### config.mk
export PLATFORM = sky130hd
export DESIGN_NAME = gpio_wake_ctrl_flat
export DESIGN_NICKNAME = d
export VERILOG_FILES = /design/src/rtl/gpio_pkg.sv /design/src/rtl/gpio_wake_ctrl_if.sv /design/src/rtl/gpio_pin_sync.sv /design/src/rtl/gpio_wake_ctrl.sv /design/src/flat_wrapper.sv
export SDC_FILE = /design/constraint.sdc
export NUM_CORES = 1
export LEC_CHECK = 0
export BUFFER_PORTS_ARGS = -buffer_cell sky130_fd_sc_hd__buf_2
export CELL_PAD_IN_SITES_DETAIL_PLACEMENT = 0
export CELL_PAD_IN_SITES_GLOBAL_PLACEMENT = 2
export CORE_ASPECT_RATIO = 0.9
export CORE_MARGIN = 2
export CORE_UTILIZATION = 32
export DETAILED_ROUTE_END_ITERATION = 6
export PLACE_DENSITY = 0.89
export SETUP_SLACK_MARGIN = 0.15
export SKIP_CTS_REPAIR_TIMING = 1
export SYNTH_ARGS = -nofsm -noshare
export SYNTH_HDL_FRONTEND = slang
export SYNTH_SLANG_ARGS = --single-unit
### constraint.sdc
create_clock -name clk -period 2.55 [get_ports clk]
set_clock_uncertainty 0.1 [all_clocks]
set_input_delay 0.3825 -clock clk [delete_from_list [all_inputs] [get_ports clk]]
set_output_delay 0.3825 -clock clk [all_outputs]
set_load 0.005 [all_outputs]
### src/rtl/gpio_pkg.sv
// Shared types and constants for the pic12f508 GPIO port controller.
package gpio_pkg;

    localparam int IO_PINS = 6;
    localparam logic [5:0] GPIO_MASK = 6'h3F;
    localparam logic [5:0] DEF_WAKE_MASK = 6'b001011;
    localparam logic [5:0] DEF_INPUT_ONLY = 6'b001000;

    typedef enum logic [1:0] {
        LOW   = 2'b00,
        HIGH  = 2'b01,
        FLOAT = 2'b10
    } pin_state_t;

    typedef enum logic [1:0] {
        RUN,
        ARM,
        SLEEP,
        WAKE
    } wake_state_t;

    // 2'b11 from the pad ring is treated as a floating pin.
    function automatic pin_state_t to_pin(input logic [1:0] raw);
        pin_state_t p;
        p = FLOAT;
        if (raw == 2'b00) p = LOW;
        if (raw == 2'b01) p = HIGH;
        return p;
    endfunction

endpackage

### src/rtl/gpio_wake_ctrl_if.sv
// Core/pad-side signal bundle of the GPIO port controller.
interface gpio_wake_ctrl_if
    import gpio_pkg::*;
#(
    parameter int N = IO_PINS
);
    logic [2*N-1:0] pin_state;
    logic           gpio_wr_en;
    logic [N-1:0]   gpio_wr_data;
    logic           tris_wr_en;
    logic [N-1:0]   tris_wr_data;
    logic           gpwu_n;
    logic           sleep_req;
    logic           gpwuf_clr;
    logic [N-1:0]   gpio_rd_data;
    logic [N-1:0]   pin_oe;
    logic [N-1:0]   pin_out;
    logic [N-1:0]   posedge_o;
    logic [N-1:0]   negedge_o;
    logic           sleeping;
    logic           wake_rst;
    logic           gpwuf;

    modport master (
        output pin_state, gpio_wr_en, gpio_wr_data,
        output tris_wr_en, tris_wr_data,
        output gpwu_n, sleep_req, gpwuf_clr,
        input  gpio_rd_data, pin_oe, pin_out,
        input  posedge_o, negedge_o,
        input  sleeping, wake_rst, gpwuf
    );

    modport slave (
        input  pin_state, gpio_wr_en, gpio_wr_data,
        input  tris_wr_en, tris_wr_data,
        input  gpwu_n, sleep_req, gpwuf_clr,
        output gpio_rd_data, pin_oe, pin_out,
        output posedge_o, negedge_o,
        output sleeping, wake_rst, gpwuf
    );
endinterface

### src/rtl/gpio_pin_sync.sv
// Two-flop synchroniser for one tri-state pin plus high-level edge detect.
module gpio_pin_sync
    import gpio_pkg::*;
(
    input  logic       clk,
    input  logic       rst_n,
    input  logic [1:0] pin,
    output logic       is_high,
    output logic       is_float,
    output logic       rise,
    output logic       fall
);

    pin_state_t s1;
    pin_state_t s2;
    logic       prev_high;

    always_ff @(posedge clk) begin
        if (!rst_n) begin
            s1        <= FLOAT;
            s2        <= FLOAT;
            prev_high <= 1'b0;
        end else begin
            s1        <= to_pin(pin);
            s2        <= s1;
            prev_high <= is_high;
        end
    end

    // Only transitions into or out of HIGH are edges; LOW<->FLOAT is silent.
    assign is_high  = (s2 == HIGH);
    assign is_float = (s2 == FLOAT);
    assign rise     = is_high & ~prev_high;
    assign fall     = ~is_high & prev_high;

endmodule

### src/rtl/gpio_wake_ctrl.sv
// GPIO latch/TRIS, read composition and SLEEP/wake-on-change sequencing.
module gpio_wake_ctrl
#(
    parameter int               IO_PINS     = gpio_pkg::IO_PINS,
    parameter int               WAKE_CYCLES = 4,
    parameter logic [IO_PINS-1:0] WAKE_MASK  = gpio_pkg::DEF_WAKE_MASK,
    parameter logic [IO_PINS-1:0] INPUT_ONLY = gpio_pkg::DEF_INPUT_ONLY
) (
    input logic              clk,
    input logic              rst_n,
    gpio_wake_ctrl_if.slave  bus
);
    import gpio_pkg::*;

    localparam int CW = (WAKE_CYCLES > 1) ? $clog2(WAKE_CYCLES) : 1;

    logic [IO_PINS-1:0] latch;
    logic [IO_PINS-1:0] tris;
    logic [IO_PINS-1:0] rd;
    logic [IO_PINS-1:0] high_mask;
    logic [IO_PINS-1:0] float_mask;
    logic [IO_PINS-1:0] rise;
    logic [IO_PINS-1:0] fall;
    logic [IO_PINS-1:0] snapshot;
    logic [IO_PINS-1:0] snapshot_nxt;
    logic [CW-1:0]      cnt;
    logic [CW-1:0]      cnt_nxt;
    logic               gpwuf;
    logic               wake_hit;
    logic               wr_ok;
    wake_state_t        state;
    wake_state_t        state_nxt;

    for (genvar i = 0; i < IO_PINS; i++) begin : g_pin
        gpio_pin_sync u_sync (
            .clk      (clk),
            .rst_n    (rst_n),
            .pin      (bus.pin_state[2*i +: 2]),
            .is_high  (high_mask[i]),
            .is_float (float_mask[i]),
            .rise     (rise[i]),
            .fall     (fall[i])
        );
    end

    always_comb begin
        state_nxt    = state;
        cnt_nxt      = cnt;
        snapshot_nxt = snapshot;
        wake_hit     = 1'b0;
        wr_ok        = (state == RUN);
        unique case (state)
            RUN: begin
                if (bus.sleep_req) state_nxt = ARM;
            end
            ARM: begin
                snapshot_nxt = high_mask;
                state_nxt    = SLEEP;
            end
            SLEEP: begin
                if (!bus.gpwu_n &&
                    |((high_mask ^ snapshot) & WAKE_MASK)) begin
                    state_nxt = WAKE;
                    cnt_nxt   = CW'(WAKE_CYCLES - 1);
                    wake_hit  = 1'b1;
                end
            end
            WAKE: begin
                if (cnt == '0) state_nxt = RUN;
                else cnt_nxt = cnt - 1'b1;
            end
            default: state_nxt = RUN;
        endcase
    end

    always_ff @(posedge clk) begin
        if (!rst_n) begin
            state    <= RUN;
            cnt      <= '0;
            snapshot <= '0;
            latch    <= '0;
            tris     <= '1;
            rd       <= '0;
            gpwuf    <= 1'b0;
        end else begin
            state    <= state_nxt;
            cnt      <= cnt_nxt;
            snapshot <= snapshot_nxt;
            if (wr_ok && bus.gpio_wr_en) latch <= bus.gpio_wr_data;
            if (wr_ok && bus.tris_wr_en) tris <= bus.tris_wr_data | INPUT_ONLY;
            rd       <= (float_mask & latch) | high_mask;
            // A new wake event takes priority over a clear in the same cycle.
            gpwuf    <= wake_hit | (gpwuf & ~bus.gpwuf_clr);
        end
    end

    assign bus.gpio_rd_data = rd;
    assign bus.pin_oe       = ~tris;
    assign bus.pin_out      = latch;
    assign bus.posedge_o    = rise;
    assign bus.negedge_o    = fall;
    assign bus.sleeping     = (state == ARM) || (state == SLEEP);
    assign bus.wake_rst     = (state == WAKE);
    assign bus.gpwuf        = gpwuf;

endmodule

### src/flat_wrapper.sv
// flat-port wrapper written by rule: the top's interface ports become plain ports
module gpio_wake_ctrl_flat import gpio_pkg::*;
#(
    parameter int               IO_PINS     = gpio_pkg::IO_PINS,
    parameter int               WAKE_CYCLES = 4,
    parameter logic [IO_PINS-1:0] WAKE_MASK  = gpio_pkg::DEF_WAKE_MASK,
    parameter logic [IO_PINS-1:0] INPUT_ONLY = gpio_pkg::DEF_INPUT_ONLY
)
  (clk, rst_n, bus_pin_state, bus_gpio_wr_en, bus_gpio_wr_data, bus_tris_wr_en, bus_tris_wr_data, bus_gpwu_n, bus_sleep_req, bus_gpwuf_clr, bus_gpio_rd_data, bus_pin_oe, bus_pin_out, bus_posedge_o, bus_negedge_o, bus_sleeping, bus_wake_rst, bus_gpwuf);
  gpio_wake_ctrl_if #(.N((6))) bus_i ();
  input logic clk;
  input logic rst_n;
  input wire logic [$bits(bus_i.pin_state)-1:0] bus_pin_state;
  input wire logic [$bits(bus_i.gpio_wr_en)-1:0] bus_gpio_wr_en;
  input wire logic [$bits(bus_i.gpio_wr_data)-1:0] bus_gpio_wr_data;
  input wire logic [$bits(bus_i.tris_wr_en)-1:0] bus_tris_wr_en;
  input wire logic [$bits(bus_i.tris_wr_data)-1:0] bus_tris_wr_data;
  input wire logic [$bits(bus_i.gpwu_n)-1:0] bus_gpwu_n;
  input wire logic [$bits(bus_i.sleep_req)-1:0] bus_sleep_req;
  input wire logic [$bits(bus_i.gpwuf_clr)-1:0] bus_gpwuf_clr;
  output wire logic [$bits(bus_i.gpio_rd_data)-1:0] bus_gpio_rd_data;
  output wire logic [$bits(bus_i.pin_oe)-1:0] bus_pin_oe;
  output wire logic [$bits(bus_i.pin_out)-1:0] bus_pin_out;
  output wire logic [$bits(bus_i.posedge_o)-1:0] bus_posedge_o;
  output wire logic [$bits(bus_i.negedge_o)-1:0] bus_negedge_o;
  output wire logic [$bits(bus_i.sleeping)-1:0] bus_sleeping;
  output wire logic [$bits(bus_i.wake_rst)-1:0] bus_wake_rst;
  output wire logic [$bits(bus_i.gpwuf)-1:0] bus_gpwuf;
  assign bus_i.pin_state = bus_pin_state;
  assign bus_i.gpio_wr_en = bus_gpio_wr_en;
  assign bus_i.gpio_wr_data = bus_gpio_wr_data;
  assign bus_i.tris_wr_en = bus_tris_wr_en;
  assign bus_i.tris_wr_data = bus_tris_wr_data;
  assign bus_i.gpwu_n = bus_gpwu_n;
  assign bus_i.sleep_req = bus_sleep_req;
  assign bus_i.gpwuf_clr = bus_gpwuf_clr;
  assign bus_gpio_rd_data = bus_i.gpio_rd_data;
  assign bus_pin_oe = bus_i.pin_oe;
  assign bus_pin_out = bus_i.pin_out;
  assign bus_posedge_o = bus_i.posedge_o;
  assign bus_negedge_o = bus_i.negedge_o;
  assign bus_sleeping = bus_i.sleeping;
  assign bus_wake_rst = bus_i.wake_rst;
  assign bus_gpwuf = bus_i.gpwuf;
  gpio_wake_ctrl #(.IO_PINS(IO_PINS), .WAKE_CYCLES(WAKE_CYCLES), .WAKE_MASK(WAKE_MASK), .INPUT_ONLY(INPUT_ONLY)) u_core (.clk(clk), .rst_n(rst_n), .bus(bus_i));
endmodule
Word level (Yosys, flattened, before mapping)
Cells that the tools add are included.

storage, ports and cells
  logic and storage cells = 119
  input port bits = 31
  flip-flop bits (word level) = 56
  output and inout bits = 33

operators by class
  multiplexer cells = 20
  reductions and logical operators = 17
  eq/ne operators = 25
  bitwise gates (word level) = 31
  $add $sub $neg = 1

operator list
  kind                 number
  $mux 2               16
  $eq 2x1->1 const B   13
  $eq 2x2->1 const B   8
  $logic_not 2->1      8
  $and 1x1->1          13
  $not 1->1            13
  $pmux 2 s4           1
  $and 6x6->6          1
  $not 6->6            1
  $or 6x6->6           1
  $reduce_and 3->1     2
  $ne 2x1->1 const B   2
  $ne 2x2->1 const B   2
  $pmux 2 s2           1
  $xor 4x4->4          1
  $logic_and 1x1->1    3
  $reduce_or 3->1      1
  $mux 1               2
  $reduce_bool 2->1    1
  $sub 2x1->2 const B  1
  $logic_not 1->1      1
  $logic_or 1x1->1     1
  $or 1x1->1           1

Longest topological paths before layout
  depth in word-level cells = 7
  depth in mapped cells = 7
  mapped depth without buffers = 7

Modules after synthesis
A second synthesis with hierarchy kept.

unflattened totals
  cell total of the unflattened synthesis = 216
  area total of the unflattened synthesis = 2102.0 µm²

modules (own cells, without submodules)
  module          instances  area each (µm²)  seq. area each (µm²)  cells each
  gpio_wake_ctrl  1          1103.6           500.5                 120
  gpio_pin_sync   6          166.4            100.1                 16

Worst setup path after synthesis
OpenSTA, ideal clock, no wires.

  kind = reg2reg
  start point = register u_core.state[0]
  end point = register u_core.tris[0]
  buffers on the path = 2
  path slack = 1.111 ns
  arrival = 1.209 ns
  stages on the path, launching flop included = 8
  setup time = 0.130 ns
  cells stage by stage = dfxtp_1 -> inv_1 -> ha_1 -> buf_6 -> and2_1 -> clkbuf_1 -> nand2_1 -> o211ai_1

on the way
  cells in the longest elaborated chain, start to end = 2

RTL lines
  what                    RTL line              RTL
  start, declared         gpio_wake_ctrl.sv:31  wake_state_t state;
  start signal, assigned  gpio_wake_ctrl.sv:86  state <= state_nxt;
  $logic_not 2->1         gpio_wake_ctrl.sv:51  wr_ok = (state == RUN);
  $logic_and 1x1->1       gpio_wake_ctrl.sv:90  if (wr_ok && bus.tris_wr_en) tris <= bus.tris_wr_data | INPUT_ONLY;
  end signal, assigned    gpio_wake_ctrl.sv:90
  end, declared           gpio_wake_ctrl.sv:18  logic [IO_PINS-1:0] tris;

Every way passes these cells.
A chain may end at the register's enable or synchronous reset.

Worst setup path after layout
  start point = register u_core.state[0]
  end point = output port bus_sleeping

on the way
  cells in the longest elaborated chain, start to end = 2
  elaborated cells on any way between the ends = 3
  those cells by class = eq/ne (2); reduce/logical (1)

RTL lines
  what                                      RTL line               RTL
  $eq 2x1->1 or $eq 2x2->1 (tied branches)  gpio_wake_ctrl.sv:102  assign bus.sleeping = (state == ARM) || (state == SLEEP);
  $logic_or 1x1->1 *                        gpio_wake_ctrl.sv:102
  end, declared                             flat_wrapper.sv:26     output wire logic [$bits(bus_i.sleeping)-1:0] bus_sleeping;

Every way passes the cells marked *; elsewhere a longest branch is shown, timed or not.

==> results.md <==
* Top cell type by total area after synthesis: dfxtp_1
* Final period util at 66.65%
* Status: complete, no violations
* Most common cell after layout, fill and taps aside: buf_2
* Synth Cell Area at 2143 um^2
* Crit path DAT at 1.22 ns
* Total number of vias at 1447
* Largest net degree at the start of global routing at 28
* Synthesized instance count at 225
* Slew Limit Fails at 0
* Starting Density at 32.89%
* Crit start category: flip-flop
* DR pass1 iterations at 4
* Die height at 81.64 um
* Post-synth EDFFs at 0
* Syn nets at 262
* # nets final at 311
* Fin crit period at 1.700 ns
* Num rows at 28
* Top post-synthesis cells by area: dfxtp_1 51%, buf_4 5.3%, nand2b_1 5.3%, a21oi_1 4.7%, and2_1 3.5%
* CTS Buffer Depth at 2
* Path category of the worst min-delay check: primary input to flip-flop
* Worst-Skew Late Latency at 0.30 ns
* Post-synth ARST share at 0%
* Core ar. at 6516 um^2
* Die area at 7369 um^2
* Synth top area share at 51.37%
* CTS tree: yes
* Placer congestion estimate at 0.7124
* Maxcap violations at 0
* Routed wire length at 3732 um
* Main flop type after synthesis: dfxtp_1
* Final HPWL DP at 2811 um
* CP max stage cell: dfxtp_1
* Synthesized area per cell at 9.526 um^2
* Number of nets still failing antenna checks after routing at 0
* Vias in the first global route at 1315
* Cell breakdown of the critical path: inv_1 -> ha_1 -> buf_2
* Area Growth Syn to Fin at 17.98%
* Routed vias/inst at 3.964
* CTS clk-pin slew, worst paths at 0.09 ns
* H-tree depth at 2
* Worst EP required at 2.07 ns
* CP max stage delay at 0.38 ns
* Hold Fails Final Rpt at 0
* Lkg Pwr at 1.211 nW
* Clk sinks at 55
* PwrDens at 764.3 nW/um^2
* Most frequent cells in the layout: 61 x buf_2, 55 x dfxtp_1, 20 x nor2_1, 20 x a21oi_1
* Sequential fraction of the synthesis area at 51.37%
* First-pass GRT wire length at 6092 um
* Io pins at 64
* Share of post-route cells with drive strength above 1 at 29.09%
* RSZ-0062 raised after global routing: no
* Initial antenna violation count at 0
* Kind of end point of the critical path: output port
* Final worst slack at 0.8503 ns
* Peak Freq at 588.3 MHz
* Yosys warns at 0
* Overall Global Routing Usage at 10.48%
* Ant. Diodes at 0
* Number of remaining DRC errors at 0
* Overflow after GRT at 0
* DP Worst Slack at 0.9617 ns
* Die width at 90.27 um
* Peak VDD IR at 243.1 uV
* CP Max Fanout at 4
* Hold_ws at 0.1846 ns
* Yosys cell types at 29
* CTS Buf Count at 5
* Synth Register Bits at 55
* Initial drt markers at 63
* Port Buffers at 61
* Worst-margin pin slew at 0.7523 ns
* Setup TNS at 0 ns
* # setup viols final at 0
* WS Path Type: flip-flop to output port
* CTS root buffer: clkbuf_8
* DR WL/cell at 10.22 um
* Max_slew headroom at 49.79%
## cells by family (layout without fill, tap and decap cells)
logic type                 Yosys count  count (layout)  synth area share (%)
muxes                                1               1                0.4670
AOI/OAI and AO/OA                   29              29                 7.823
and+or+nand+nor                     92              92                 24.75
adders and majority gates            6               6                 3.503
DFF                                 55              55                 51.37
buffers and inverters               38              88                 9.632
xor gates and xnor gates             3               3                 2.277
other                                1               1                0.1750
## cell type report
cell class                      count  area (um^2)
Sequential cell                    55         1101
Timing Repair Buffer               62        312.8
Multi-Input combinational cell    132        835.8
Fill cell                         687         3988
Clock buffer                        6        82.58
Tap cell                           90        112.6
Inverter                           18        67.56
Clock inverter                      2        16.27
## metal layers
layer	global-route usage [%]	up-vias	share of wire [%]
li1	-	800	-
met1	13.86	610	49
met2	16.09	33	45
met3	3.028	4	4.7
met4	4.615	0	1.5
met5	0	-	0
## sequential cells by signal (all words and copies together), names as in the netlist
register / flops
u_core.g_pin.u_sync.s2: 12
u_core.tris: 5
u_core.bus.gpwuf: 1
u_core.bus.pin_out: 6
u_core.g_pin.u_sync.s1: 12
u_core.g_pin.u_sync.prev_high: 6
u_core.bus.gpio_rd_data: 6
u_core.cnt: 2
u_core.snapshot: 3
u_core.state: 2
## critical path, delay by kind of cell (launching register included)
family,cells,cell delay [ns]
adders and majority gates,1,0.31
DFF,1,0.38
buffers and inverters,2,0.22
## worst paths after layout
path / start / endpoint / slack [ns] / depth (start not counted)
max: u_core.state[0] / bus_sleeping / 0.85 / 3
min: bus_pin_state[1] / u_core.g_pin[0].u_sync.s1[1] / 0.18 / 2
max reg2reg: u_core.state[1] / u_core.tris[2] / 0.97 / 5
min reg2reg: u_core.g_pin[4].u_sync.s1[1] / u_core.g_pin[4].u_sync.s2[1] / 0.32 / 1
## synth_stat cells (2+ instances only)
cell / count
o211ai_1: 5
dfxtp_1: 55
clkbuf_1: 2
ha_1: 6
a21oi_1: 20
nand2b_1: 18
nand2b_4: 3
nand3_1: 6
buf_1: 2
nand2_1: 16
buf_4: 15
nor2b_1: 2
inv_1: 18
and2_1: 12
xor2_2: 3
nor2_1: 20
a31oi_1: 2
nand3b_1: 9
## power by group
part	internal [mW]	total, mW	switching, mW
Sequential	0.942	0.985	0.0429
Combinational	0.206	0.454	0.248
Clock	0.222	0.495	0.273
Total	1.37	1.93	0.563
## through the flow
stage	util, %	cell area (um^2)	total power, mW	instances
floorplan	-	2143	1.335	225
global placement	37.29	2430	1.458	357
detailed placement	37.29	2430	1.466	357
CTS	38.81	2529	1.960	365
global route	38.81	2529	2.062	365
finish	38.81	2529	1.933	365
No activity file was read; power rests on OpenSTA's default activity.
